`src/rtl/pipemem_ctrl.sv`:
```
`default_nettype none
// ============================================================================
//  Module   : pipemem_ctrl
//  Purpose  : MEM-stage controller. Issues word accesses to a variable-latency
//             data memory over a req/ack handshake, stalls the pipeline until
//             each access completes, and flags misaligned or timed-out accesses.
//  Revision : 1.0  initial release
// ============================================================================
module pipemem_ctrl #(
    parameter int TIMEOUT = 64,
    parameter int CW      = 7
) (
    input  logic        clock,
    input  logic        reset,
    input  logic        mwreg,
    input  logic        mm2reg,
    input  logic        mwmem,
    input  logic [31:0] malu,
    input  logic [31:0] mb,
    input  logic [4:0]  mrn,
    output logic        mem_req,
    output logic        mem_we,
    output logic [29:0] mem_addr,
    output logic [31:0] mem_wdata,
    input  logic [31:0] mem_rdata,
    input  logic        mem_ack,
    output logic [31:0] mmo,
    output logic        stall,
    output logic        align_err,
    output logic        tmo_err
);

    typedef enum logic [1:0] {
        S_IDLE = 2'd0,
        S_BUSY = 2'd1,
        S_DONE = 2'd2
    } state_t;

    localparam logic [CW-1:0] C_TMO_LAST = CW'(TIMEOUT - 1);

    state_t         r_state;
    state_t         w_next;
    logic [CW-1:0]  r_count;
    logic           r_load;
    logic           w_access;
    logic           w_aligned;
    logic           w_issue;
    logic           w_tmo_hit;
    logic           w_unused;

    // mwreg and mrn only travel alongside this stage to the MEM/WB register
    assign w_unused  = &{1'b0, mwreg, mrn};

    assign w_access  = mm2reg | mwmem;
    assign w_aligned = (malu[1:0] == 2'b00);
    assign w_issue   = (r_state == S_IDLE) && w_access && w_aligned;
    assign w_tmo_hit = (r_count == C_TMO_LAST);

    // stall covers the issuing IDLE cycle and every BUSY cycle; DONE releases
    assign stall     = w_issue || (r_state == S_BUSY);

    // State register
    always_ff @(posedge clock or posedge reset) begin
        if (reset) begin
            r_state <= S_IDLE;
        end else begin
            r_state <= w_next;
        end
    end

    // Next-state logic; DONE always returns to IDLE so an access is never reissued
    always_comb begin
        w_next = r_state;
        unique case (r_state)
            S_IDLE:  if (w_issue) w_next = S_BUSY;
            S_BUSY:  if (mem_ack || w_tmo_hit) w_next = S_DONE;
            S_DONE:  w_next = S_IDLE;
            default: w_next = S_IDLE;
        endcase
    end

    // Bus outputs, timeout counter, load data and one-cycle error pulses
    always_ff @(posedge clock or posedge reset) begin
        if (reset) begin
            mem_req   <= 1'b0;
            mem_we    <= 1'b0;
            mem_addr  <= 30'd0;
            mem_wdata <= 32'd0;
            mmo       <= 32'd0;
            align_err <= 1'b0;
            tmo_err   <= 1'b0;
            r_count   <= '0;
            r_load    <= 1'b0;
        end else begin
            align_err <= 1'b0;
            tmo_err   <= 1'b0;
            unique case (r_state)
                S_IDLE: begin
                    if (w_access && !w_aligned) begin
                        align_err <= 1'b1;
                        mmo       <= 32'd0;
                    end else if (w_access) begin
                        mem_req   <= 1'b1;
                        mem_we    <= mwmem;
                        mem_addr  <= malu[31:2];
                        mem_wdata <= mb;
                        r_load    <= mm2reg;
                        r_count   <= '0;
                    end
                end
                S_BUSY: begin
                    r_count <= r_count + CW'(1);
                    if (mem_ack) begin
                        // an ack on the last allowed cycle still completes normally
                        mem_req <= 1'b0;
                        if (!mem_we) begin
                            mmo <= mem_rdata;
                        end else if (r_load) begin
                            mmo <= 32'd0;
                        end
                    end else if (w_tmo_hit) begin
                        mem_req <= 1'b0;
                        tmo_err <= 1'b1;
                        mmo     <= 32'd0;
                    end
                end
                default: ;
            endcase
        end
    end

endmodule
`default_nettype wire

```
`config.mk`:
```
export PLATFORM = sky130hd
export DESIGN_NAME = pipemem_ctrl
export DESIGN_NICKNAME = d
export VERILOG_FILES = /design/src/rtl/pipemem_ctrl.sv
export SDC_FILE = /design/constraint.sdc
export NUM_CORES = 1
export LEC_CHECK = 0
export BUFFER_PORTS_ARGS = -buffer_cell sky130_fd_sc_hd__buf_4
export CORE_ASPECT_RATIO = 0.5
export CORE_MARGIN = 3
export CORE_UTILIZATION = 39
export CTS_BUF_LIST = sky130_fd_sc_hd__clkbuf_8
export DETAILED_ROUTE_END_ITERATION = 8
export GPL_TIMING_DRIVEN = 0
export PLACE_DENSITY = 0.72
export SETUP_SLACK_MARGIN = 0.4
export SLEW_MARGIN = 20
export SYNTH_ARGS = -nofsm -noshare
export SYNTH_HDL_FRONTEND = slang
export SYNTH_SLANG_ARGS = --single-unit
```
`constraint.sdc`:
```
create_clock -name clock -period 3.3 [get_ports clock]
set_clock_uncertainty 0.05 [all_clocks]
set_input_delay 0.33 -clock clock [delete_from_list [all_inputs] [get_ports clock]]
set_output_delay 0.33 -clock clock [all_outputs]
set_load 0.1 [all_outputs]
```
==> flow_summary.toml, run 1 <==
[synth]
syn-cell-area_mm2 = 0.00422
yosys_warnings = 0
synth.distinct_cells = 29
syn-num-nets = 506
ys_seq_elements = 108
avgSynthCellArea_um2 = 10.6
synth_seq_area_share_pct = 64.1
netlist_instances = 398

[drt]
dr.first_iter.drc_count = 196
drc = 0
wl_per_cell_um = 14.3
vias = 3497
wl_mm = 10.8
drtAntennaViolNets = 0
via_per_inst = 4.63
first_pass_iters = 4

[cts]
ctsResizeCount = 0
h-tree-depth = 3
insertion_delay_ns = 0.37
holdBufCountCts = 0
cts_sinks = 108
tritoncts = "built"
clock_path_buffers = 2
cts_setup_buffers = 0
cts-root-buf = "clkbuf_8"
path_clk_slew_ns = 0.10
cts_buffers = 9

[worst_setup_path]
reg2regPathDepth = 5
slowest_stage = "dfrtp_1"
path_cells = "inv_1 > a21oi_1 > buf_4"
reg2reg_slack_ns = 1.56
worstSetupPathType = "register to primary output"
critPathTopFamily = "buffers and inverters"
r2r-start = "r_count[0]$_DFFE_PP0P_"
critPathMaxFanout = 5
end_kind = "primary output"
cp-endpoint = "stall"
required_ns = 2.92
cp_num_buf_inv = 2
max_stage_delay_ns = 0.50
path_depth = 3
start_kind = "register"
crit_start = "r_state[0]$_DFFE_PP0P_"
worstPathArrival_ns = 1.68
r2r_end = "mmo[22]$_DFFE_PP0P_"

[timing]
setup_ws_ns = 1.24
rsz0062_at_grt = "false"
setup_tns_ns = 0
finalCritPeriodShare_pct = 62.4
slew_viol_final = 0
worstMarginPinSlew_ns = 0.722
finalHoldViolations = 0
clock.fmax_ghz = 0.486
finalSetupViolCount = 0
slew_headroom_pct = 51.8
finalCriticalPeriod_ns = 2.06

[power_and_ir_drop]
netSwitchingFraction_pct = 52.6
power_switching_uw = 2800
ir_worst_vdd_mv = 0.407
internal_power_uw = 2520
clkPwrFrac_pct = 15.7
combinationalPowerShare_pct = 51.4
cellPowerDensity_mw_per_mm2 = 863
p_seq_share_pct = 32.9
p_leak_uw = 0.00336

[global_routing]
grt_pass1_vias = 3450
grt_start_max_net_pins = 33
antenna_found_initial = 0
grt_pass1_wl_mm = 17.4
gr-total-overflow = 0
track_usage_pct = 17.9

[placement]
place.gp.congestion = 0.772
place_hpwl_mm = 8.35
port-buffer-count = 199
pre_cts_ws_ns = 1.47

[finish]
diodes = 0
drive_above_1_share_pct = 39.4
area_growth_syn_to_layout_pct = 46.1
final_nets = 719

[floorplanning]
start_util_pct = 40.6
ioPinCount = 206
fp.dieH_um = 79.5
core_area_mm2 = 0.0104
die-area_mm2 = 0.0122
die_w_um = 153
rows = 26

[run_status]
status = "finished, final reports clean"

[hold_path]
hp-class = "input pin to asynchronous set/reset pin"

[job]
max_cap_violations = 0
==> cells in the mapped netlist <==
cell	number	area, um2
ha_1	1	12.5
nor3b_2	1	12.5
buf_6	14	158
a21oi_1	2	10.0
buf_2	1	5.00
nor4_4	2	42.5
o21ai_2	1	8.76
nand4_1	3	18.8
inv_1	4	15.0
nor3b_1	1	7.51
nor2_1	5	18.8
and3_1	1	6.26
o21ai_0	2	10.0
nand2_1	194	728
and4_1	1	8.76
a31oi_2	1	12.5
o32ai_4	1	27.5
o21ai_1	5	25.0
o21a_1	1	7.51
nor2b_1	1	6.26
a22o_1	32	280
nand2b_2	1	8.76
and3b_4	1	12.5
and2b_1	1	7.51
dfrtp_1	108	2700
clkbuf_1	5	18.8
nand3_1	6	30.0
buf_4	1	7.51
o31ai_1	1	7.51
==> power by group through the flow <==
| stage | combinational, uW | clock [uW] | sequential (uW) |
|---|---|---|---|
| after global placement | 2730 | 0 | 1760 |
| after detailed placement | 2760 | 0 | 1770 |
| after CTS | 2750 | 862 | 1750 |
| after global routing | 2840 | 926 | 1790 |
| final | 2730 | 835 | 1750 |
| after floorplan | 370 | 0 | 3500 |
==> per-stage QoR <==
step	power, uW	cells	util (%)	hold slack, ns	instance area (um2)
final	5320	756	59.3	0.0183	6160
after global routing	5550	756	59.3	0.0575	6160
after CTS	5360	756	59.3	0.0201	6160
after detailed placement	4520	740	57.3	0.410	5950
after global placement	4490	737	56.8	0.403	5890
after floorplan	3870	398	-	0.350	4220
==> cells in the final DEF, fill, tap and decap left out <==
| cell type | count |
|---|---|
| buf_4 | 200 |
| nand2_1 | 194 |
| dfrtp_1 | 108 |
| a22o_1 | 32 |
| buf_6 | 14 |
| clkbuf_8 | 10 |
| nand3_1 | 6 |
| clkbuf_1 | 5 |
| o21ai_1 | 5 |
| nor2_1 | 5 |
| nand4_1 | 3 |
| inv_1 | 3 |
| buf_12 | 3 |
| nor4_4 | 2 |
| o21ai_0 | 2 |
| a21oi_1 | 2 |
| clkinvlp_4 | 2 |
| nor2b_1 | 1 |
| o21ai_2 | 1 |
| buf_2 | 1 |
| and3_1 | 1 |
| and2b_1 | 1 |
| nand2b_2 | 1 |
| and4_1 | 1 |
| and3b_4 | 1 |
| o31ai_1 | 1 |
| nor3b_2 | 1 |
| a31oi_2 | 1 |
| o32ai_4 | 1 |
| nor3b_1 | 1 |
| o21a_1 | 1 |
| ha_1 | 1 |
| bufinv_16 | 1 |
| clkinv_2 | 1 |
| inv_6 | 1 |
| inv_8 | 1 |
| clkinv_4 | 1 |
==> final cells by class <==
class | instances | area (um2)
multi-input cells | 265 | 1310
plain buffers | 21 | 189
flip-flops and latches | 108 | 2700
clock inverters | 6 | 71.3
fillers | 899 | 4220
well taps | 140 | 175
clock buffers | 10 | 138
inverters | 4 | 18.8
repair buffers | 202 | 1550
==> flip-flops by register name, indices dropped and copies added (netlist names) <==
register,flops
mem_req,1
mmo,32
r_load,1
r_state,2
mem_we,1
align_err,1
r_count,7
mem_wdata,32
tmo_err,1
mem_addr,30
==> worst reg2reg max path: stages (launching register included) <==
cell and delay, ns:
dfrtp_1 0.44, ha_1 0.26, and3b_4 0.23, o32ai_4 0.36, buf_6 0.20, a22o_1 0.14
==> how the worst min path moves through the flow <==
stage                      startpoint                endpoint  slack [ns]  depth (start not counted)
3_3_place_gp   r_count[6]$_DFFE_PP0P_  r_count[6]$_DFFE_PP0P_        0.40                          1
3_5_place_dp   r_count[6]$_DFFE_PP0P_  r_count[6]$_DFFE_PP0P_        0.41                          1
4_1_cts                         reset     mmo[29]$_DFFE_PP0P_        0.02                          2
6_report                        reset     mmo[31]$_DFFE_PP0P_        0.02                          2
2_1_floorplan                 mem_ack       tmo_err$_DFF_PP0_        0.35                          1
5_1_grt                         reset     mmo[31]$_DFFE_PP0P_        0.06                          2
==> layer usage <==
metal  up-vias  part of all wire, %  global-route usage (%)
met5         -                    0                       0
met4         0                  1.6                    4.36
met3        12                  4.3                    4.82
met2        78                   52                    30.6
met1      1686                   43                    23.0
li1       1721                    -                       -
==> logic make-up (layout without fill, tap and decap cells) <==
group,after synthesis,in the layout,share of synthesized area (%)
buf+inv,25,243,4.84
fa+ha+maj,1,1,0.297
compound gates,46,46,9.23
flops,108,108,64.1
simple gates,218,218,21.5
No activity file was read; power rests on OpenSTA's default activity.
==> run 2: changes to the inputs <==
--- a/config.mk
+++ b/config.mk
@@ -12,7 +12,7 @@
 export CTS_BUF_LIST = sky130_fd_sc_hd__clkbuf_8
 export DETAILED_ROUTE_END_ITERATION = 8
 export GPL_TIMING_DRIVEN = 0
-export PLACE_DENSITY = 0.72
+export PLACE_DENSITY = 0.7
 export SETUP_SLACK_MARGIN = 0.4
 export SLEW_MARGIN = 20
 export SYNTH_ARGS = -nofsm -noshare
==> constraint.sdc (replaced) <==
create_clock -name clock -period 1.9 [get_ports clock]
set_clock_uncertainty 0.05 [all_clocks]
set_input_delay 0.19 -clock clock [delete_from_list [all_inputs] [get_ports clock]]
set_output_delay 0.19 -clock clock [all_outputs]
set_load 0.1 [all_outputs]
==> run 2 against run 1 <==
- die area did not move
- hold slack improved by 0.023 ns
- setup slack got worse by 1.0 ns
- count of clock-buffer cells in the layout did not move
- routed wire length rose by 44%
- non-clock buffer count rose by 125
- cell count rose by 17%
- sequential power rose by 74%
- register-to-register slack got worse by 1.3 ns
- via count rose by 24%
- critical path type is now register to register
- largest cell class is now non-clock buffers
==> flow_summary.toml, run 2 (synthesis gave the netlist of run 1 again) <==
[run_status]
status = "finished, final reports clean"

[worst_setup_path]
r2r_end = "mem_wdata[26]$_DFFE_PP0P_"
start_kind = "register"
worstPathArrival_ns = 1.95
reg2reg_slack_ns = 0.21
reg2regPathDepth = 7
worstSetupPathType = "register to register"
required_ns = 2.16
critPathMaxFanout = 5
r2r-start = "r_state[0]$_DFFE_PP0P_"
end_kind = "register"

[cts]
cts-root-buf = "clkbuf_8"
cts_buffers = 9
insertion_delay_ns = 0.38
clock_path_buffers = 2
cts_sinks = 108
tritoncts = "built"
h-tree-depth = 3
path_clk_slew_ns = 0.11

[timing]
slew_viol_final = 0
slew_headroom_pct = 62.6
finalCriticalPeriod_ns = 1.69
setup_tns_ns = 0
rsz0062_at_grt = "true"
finalCritPeriodShare_pct = 88.9
clock.fmax_ghz = 0.592
finalHoldViolations = 0
worstMarginPinSlew_ns = 0.560
holdWs_ns = 0.0418
finalSetupViolCount = 0

[finish]
postLayoutCellArea_mm2 = 0.00795
reg_top3 = "mem_wdata (32), mmo (32), mem_addr (30)"
layout.cells.non_filler = 881
diodes = 0
final_nets = 844
drive_above_1_share_pct = 48.7
n_fill_cell = 608
ff_latch_area_mm2 = 0.00271
final_cell_mix = "214 x buf_4, 124 x nand2_1, 105 x dfrtp_1"
final_common_cell = "buf_4"
multi_input_area_mm2 = 0.00167
area_growth_syn_to_layout_pct = 88.6

[drt]
wl_per_cell_um = 17.7
vias = 4320
first_pass_iters = 5
wl_mm = 15.6
drc = 0
drtAntennaViolNets = 0
dr.first_iter.drc_count = 242
via_per_inst = 4.90

[job]
max_cap_violations = 0

[floorplanning]
start_util_pct = 40.6
die-area_mm2 = 0.0122
rows = 26
fp.dieH_um = 79.5
die_w_um = 153
ioPinCount = 206
core_area_mm2 = 0.0104

[placement]
port-buffer-count = 199
place.gp.congestion = 0.763
post-place-cells = 740
place_hpwl_mm = 8.21
dpl-instance-area_mm2 = 0.00597

[hold_path]
holdPathStages = 3
whs_endpoint = "mem_we$_DFFE_PP0P_"
hp-start = "mwmem"
hp-class = "input pin to register"

[power_and_ir_drop]
p_leak_uw = 0.00421
cellPowerDensity_mw_per_mm2 = 1240
ir_worst_vdd_mv = 0.990

[global_routing]
gr-total-overflow = 0
grt_pass1_wl_mm = 22.1
grt_pass1_vias = 4494
antenna_found_initial = 0
grt_start_max_net_pins = 35
track_usage_pct = 22.7
==> run 2: changes by cell type in the layout (fill, tap and decap cells not counted), moves of 4 or more <==
cell and delta:
dlygate4sd3_1 +96, clkbuf_2 +4, nand3_2 +4, buf_4 +14
buf_6 -5, clkbuf_16 +4, clkbuf_1 -5, nand2_2 +50
buf_8 +10, nand2_1 -70, nand2_4 +20, buf_12 +5
nand3_1 -5
==> run 2: metrics by stage <==
stage	util (%)	total power, uW	worst slack, ns
finish	76.6	9880	0.211
global placement	56.9	7810	-0.553
CTS	73.0	9690	0.303
floorplan	-	6730	0.245
detailed placement	57.5	7870	0.164
global route	76.6	10200	0.163
==> run 2: layout make-up <==
cell class	count	share of cell area, %
clock inverter	6	0.802
multi-input combinational	265	21.0
buffer	21	3.26
clock buffer	10	1.73
timing repair buffer	327	36.7
inverter	4	0.236
sequential	108	34.0
tap	140	2.20
==> run 2: worst max path at each step <==
stage	startpoint	endpoint	slack (ns)	cells past startpoint
2_1_floorplan	reset	mem_we$_DFFE_PP0P_	0.24	1
3_3_place_gp	reset	mem_we$_DFFE_PP0P_	-0.55	2
3_5_place_dp	r_state[1]$_DFFE_PP0P_	mmo[4]$_DFFE_PP0P_	0.16	4
4_1_cts	r_state[1]$_DFFE_PP0P_	mmo[28]$_DFFE_PP0P_	0.30	5
5_1_grt	r_state[0]$_DFFE_PP0P_	mem_wdata[23]$_DFFE_PP0P_	0.16	7
6_report	r_state[0]$_DFFE_PP0P_	mem_wdata[26]$_DFFE_PP0P_	0.21	7
==> run 2: power breakdown <==
part | leakage (uW) | internal, uW | switching, uW
Clock | 0.000104 | 646 | 797
Sequential | 0.00139 | 2750 | 301
Combinational | 0.00272 | 1330 | 4050
Total | 0.00421 | 4720 | 5150
==> run 2: metal layers <==
metal / GRT usage (%) / vias up / routed length, um / part of all wire, %
met3: 4.55 / 37 / 730 / 4.7
met1: 26.0 / 2145 / 5960 / 38
met2: 42.8 / 167 / 8420 / 54
met4: 8.44 / 0 / 459 / 2.9
met5: 0 / - / 0 / 0
li1: - / 1971 / - / -
==> run 2: worst max-delay path, cell delays in order, from the launching register on <==
cell and delay, ns:
dfrtp_2 0.48, nor4_4 0.24, buf_4 0.17, and2b_2 0.24
clkbuf_16 0.19, buf_8 0.13, nand2_2 0.05, nand2_1 0.08
==> run 2: what timing repair did <==
action,in CTS,in global routing
setup buffers,18,1
resized for setup,61,85
endpoints found under the setup margin,102,102
pin swaps,24,61
cloned,6,4
hold buffers,96,0
hold endpoints to repair,120,0
==> run 3: changes to the inputs <==
--- a/config.mk
+++ b/config.mk
@@ -5,6 +5,7 @@
 export SDC_FILE = /design/constraint.sdc
 export NUM_CORES = 1
 export LEC_CHECK = 0
+export ABC_AREA = 1
 export BUFFER_PORTS_ARGS = -buffer_cell sky130_fd_sc_hd__buf_4
 export CORE_ASPECT_RATIO = 0.5
 export CORE_MARGIN = 3
@@ -12,7 +13,7 @@
 export CTS_BUF_LIST = sky130_fd_sc_hd__clkbuf_8
 export DETAILED_ROUTE_END_ITERATION = 8
 export GPL_TIMING_DRIVEN = 0
-export PLACE_DENSITY = 0.7
+export PLACE_DENSITY = 0.69
 export SETUP_SLACK_MARGIN = 0.4
 export SLEW_MARGIN = 20
 export SYNTH_ARGS = -nofsm -noshare
==> run 3 against run 2 <==
- maximum frequency up 2.9%
- area after synthesis up 3.3%
- largest cell class unchanged
- synthesized cell count up 22%
- power up 11%
- count of clock-buffer cells in the layout unchanged
==> flow_summary.toml, run 3 <==
[cts]
h-tree-depth = 3
tritoncts = "built"
cts-root-buf = "clkbuf_8"
cts_buffers = 9
path_clk_slew_ns = 0.10
cts_sinks = 108
insertion_delay_ns = 0.38
clock_path_buffers = 2

[drt]
drtAntennaViolNets = 0
wl_mm = 13.4
via_per_inst = 4.44
wl_per_cell_um = 14.0
drc = 0
dr.first_iter.drc_count = 257
vias = 4256
first_pass_iters = 5

[synth]
synth.distinct_cells = 24
syn-cell-area_mm2 = 0.00435
yosys.area.top_type = "dfrtp_1"
synth_seq_area_share_pct = 62.1
netlist_instances = 486
synthTopCellsByCount = "282 x nand2_1, 108 x dfrtp_1, 24 x nand2_2"
synthTopCellsByArea = "dfrtp_1 62%, nand2_1 24%, nand2_2 3.4%, buf_6 1.3%, buf_2 1.3%"
syn-num-nets = 594
synth.most_common_cell = "nand2_1"
yosys_warnings = 0
ys_seq_elements = 108
ys.flop_type = "dfrtp_1"
avgSynthCellArea_um2 = 8.96
synth_edf_count = 0
synth_top_area_share_pct = 62.1
async_flop_share_pct = 100

[floorplanning]
core_area_mm2 = 0.0105
fp.dieH_um = 80.7
start_util_pct = 41.3
die-area_mm2 = 0.0125
rows = 26
ioPinCount = 206
die_w_um = 155

[finish]
final_common_cell = "nand2_1"
final_cell_mix = "281 x nand2_1, 211 x buf_4, 107 x dfrtp_1"
drive_above_1_share_pct = 35.9
final_nets = 921
diodes = 0
reg_top3 = "mem_wdata (32), mmo (32), mem_addr (30)"
area_growth_syn_to_layout_pct = 73.1

[worst_setup_path]
worstPathArrival_ns = 1.40
worstSetupPathType = "register to primary output"
max_stage_delay_ns = 0.40
start_kind = "register"
slowest_stage = "dfrtp_1"
critPathMaxFanout = 2
path_cells = "nor2_2 > nand3_2 > buf_8 > nand2_4 > buf_12"
end_kind = "primary output"
required_ns = 1.66

[global_routing]
grtUsageMet2_pct = 39.1
gr-total-overflow = 0
antenna_found_initial = 0
grt_pass1_wl_mm = 21.2
use_met1_pct = 24.4
track_usage_pct = 21.2
grt_start_max_net_pins = 34
use_met3_pct = 4.90
busiest_layer = "met2"
grt_pass1_vias = 4350

[timing]
finalHoldViolations = 0
setup_tns_ns = 0
worstMarginPinSlew_ns = 0.594
finalSetupViolCount = 0
setup_ws_ns = 0.259
rsz0062_at_grt = "true"
slew_viol_final = 0
finalCriticalPeriod_ns = 1.64
slew_headroom_pct = 60.3
finalCritPeriodShare_pct = 86.4
clock.fmax_ghz = 0.609

[job]
max_cap_violations = 0

[placement]
port-buffer-count = 199
pre_cts_ws_ns = 0.386
place_hpwl_mm = 8.48
place.gp.congestion = 0.759

[hold_path]
hp-class = "input pin to register"

[power_and_ir_drop]
p_leak_uw = 0.00413
ir_worst_vdd_mv = 1.02
cellPowerDensity_mw_per_mm2 = 1450

[run_status]
status = "finished, final reports clean"
run 3: cell count changes in the layout (fill, tap and decap cells not counted), moves of 4 or more:
cell	change
buf_6	+4
nand2_1	+157
nor2_1	+4
nand2_4	-18
a22o_1	-32
clkbuf_2	-4
inv_1	+10
nand3_1	+7
nand2_2	-26
o21ai_1	-4
run 3: critical path, delay by kind of cell, from the launching register on:
kind                   cells  cell delay (ns)
DFF                        1             0.40
buffers and inverters      2             0.32
and+or+nand+nor            3             0.31
run 3: cell type report:
type                    instances  area, um2
clock buffers                  10        138
clock inverters                 6       41.3
fillers                       790       3000
repair buffers                316       2710
inverters                      18       86.3
flip-flops and latches        108       2700
multi-input cells             340       1440
plain buffers                  20        250
well taps                     140        175
run 3: cells by family after synthesis:
logic type | after synthesis | synth area share, %
buffers and inverters | 38 | 5.49
AOI/OAI and AO/OA | 7 | 0.805
and+or+nand+nor | 332 | 31.4
adders and majority gates | 1 | 0.287
DFF | 108 | 62.1
run 3: repair_timing:
item / CTS / global route
hold buffers: 96 / 0
gates resized for setup: 5 / 46
cloned: 0 / 4
setup buffers: 6 / 8
pin swaps: 2 / 4
hold endpoints to repair: 118 / 0
endpoints found under the setup margin: 2 / 91
run 3: layer usage:
| layer | wire, um | up-vias |
|---|---|---|
| met2 | 6980 | 144 |
| met4 | 420 | 0 |
| met1 | 5280 | 1964 |
| met3 | 703 | 34 |
| met5 | 0 | - |
| li1 | - | 2114 |
run 3: path summary, 6_finish.rpt:
| kind | end | slack (ns) | from | cells after the start |
|---|---|---|---|---|
| max | stall | 0.26 | r_state[1]$_DFFE_PP0P_ | 5 |
| min | mem_we$_DFFE_PP0P_ | 0.05 | mwmem | 3 |
| max reg2reg | r_count[2]$_DFFE_PP0P_ | 0.42 | r_state[1]$_DFFE_PP0P_ | 7 |
| min reg2reg | mmo[7]$_DFFE_PP0P_ | 0.43 | mmo[7]$_DFFE_PP0P_ | 2 |
| max in group asynchronous | mem_addr[11]$_DFFE_PP0P_ | 0.64 | reset | 5 |
| min in group asynchronous | r_count[1]$_DFFE_PP0P_ | 0.39 | reset | 3 |
run 3: per-stage QoR:
step | instance area [um2] | util [%] | cells | hold WS, ns | total power, uW
finish | 7540 | 71.5 | 958 | 0.0509 | 10900
global route | 7540 | 71.5 | 958 | 0.0558 | 11400
CTS | 7300 | 69.3 | 946 | 0.0432 | 10800
detailed placement | 6100 | 57.8 | 828 | 0.244 | 9280
global placement | 6040 | 57.3 | 825 | 0.334 | 9210
floorplan | 4370 | - | 486 | 0.212 | 7880
run 3: report_power, final:
group          switching (uW)  internal [uW]
logic                    4940           1460
registers                 348           2860
clock network             791            511
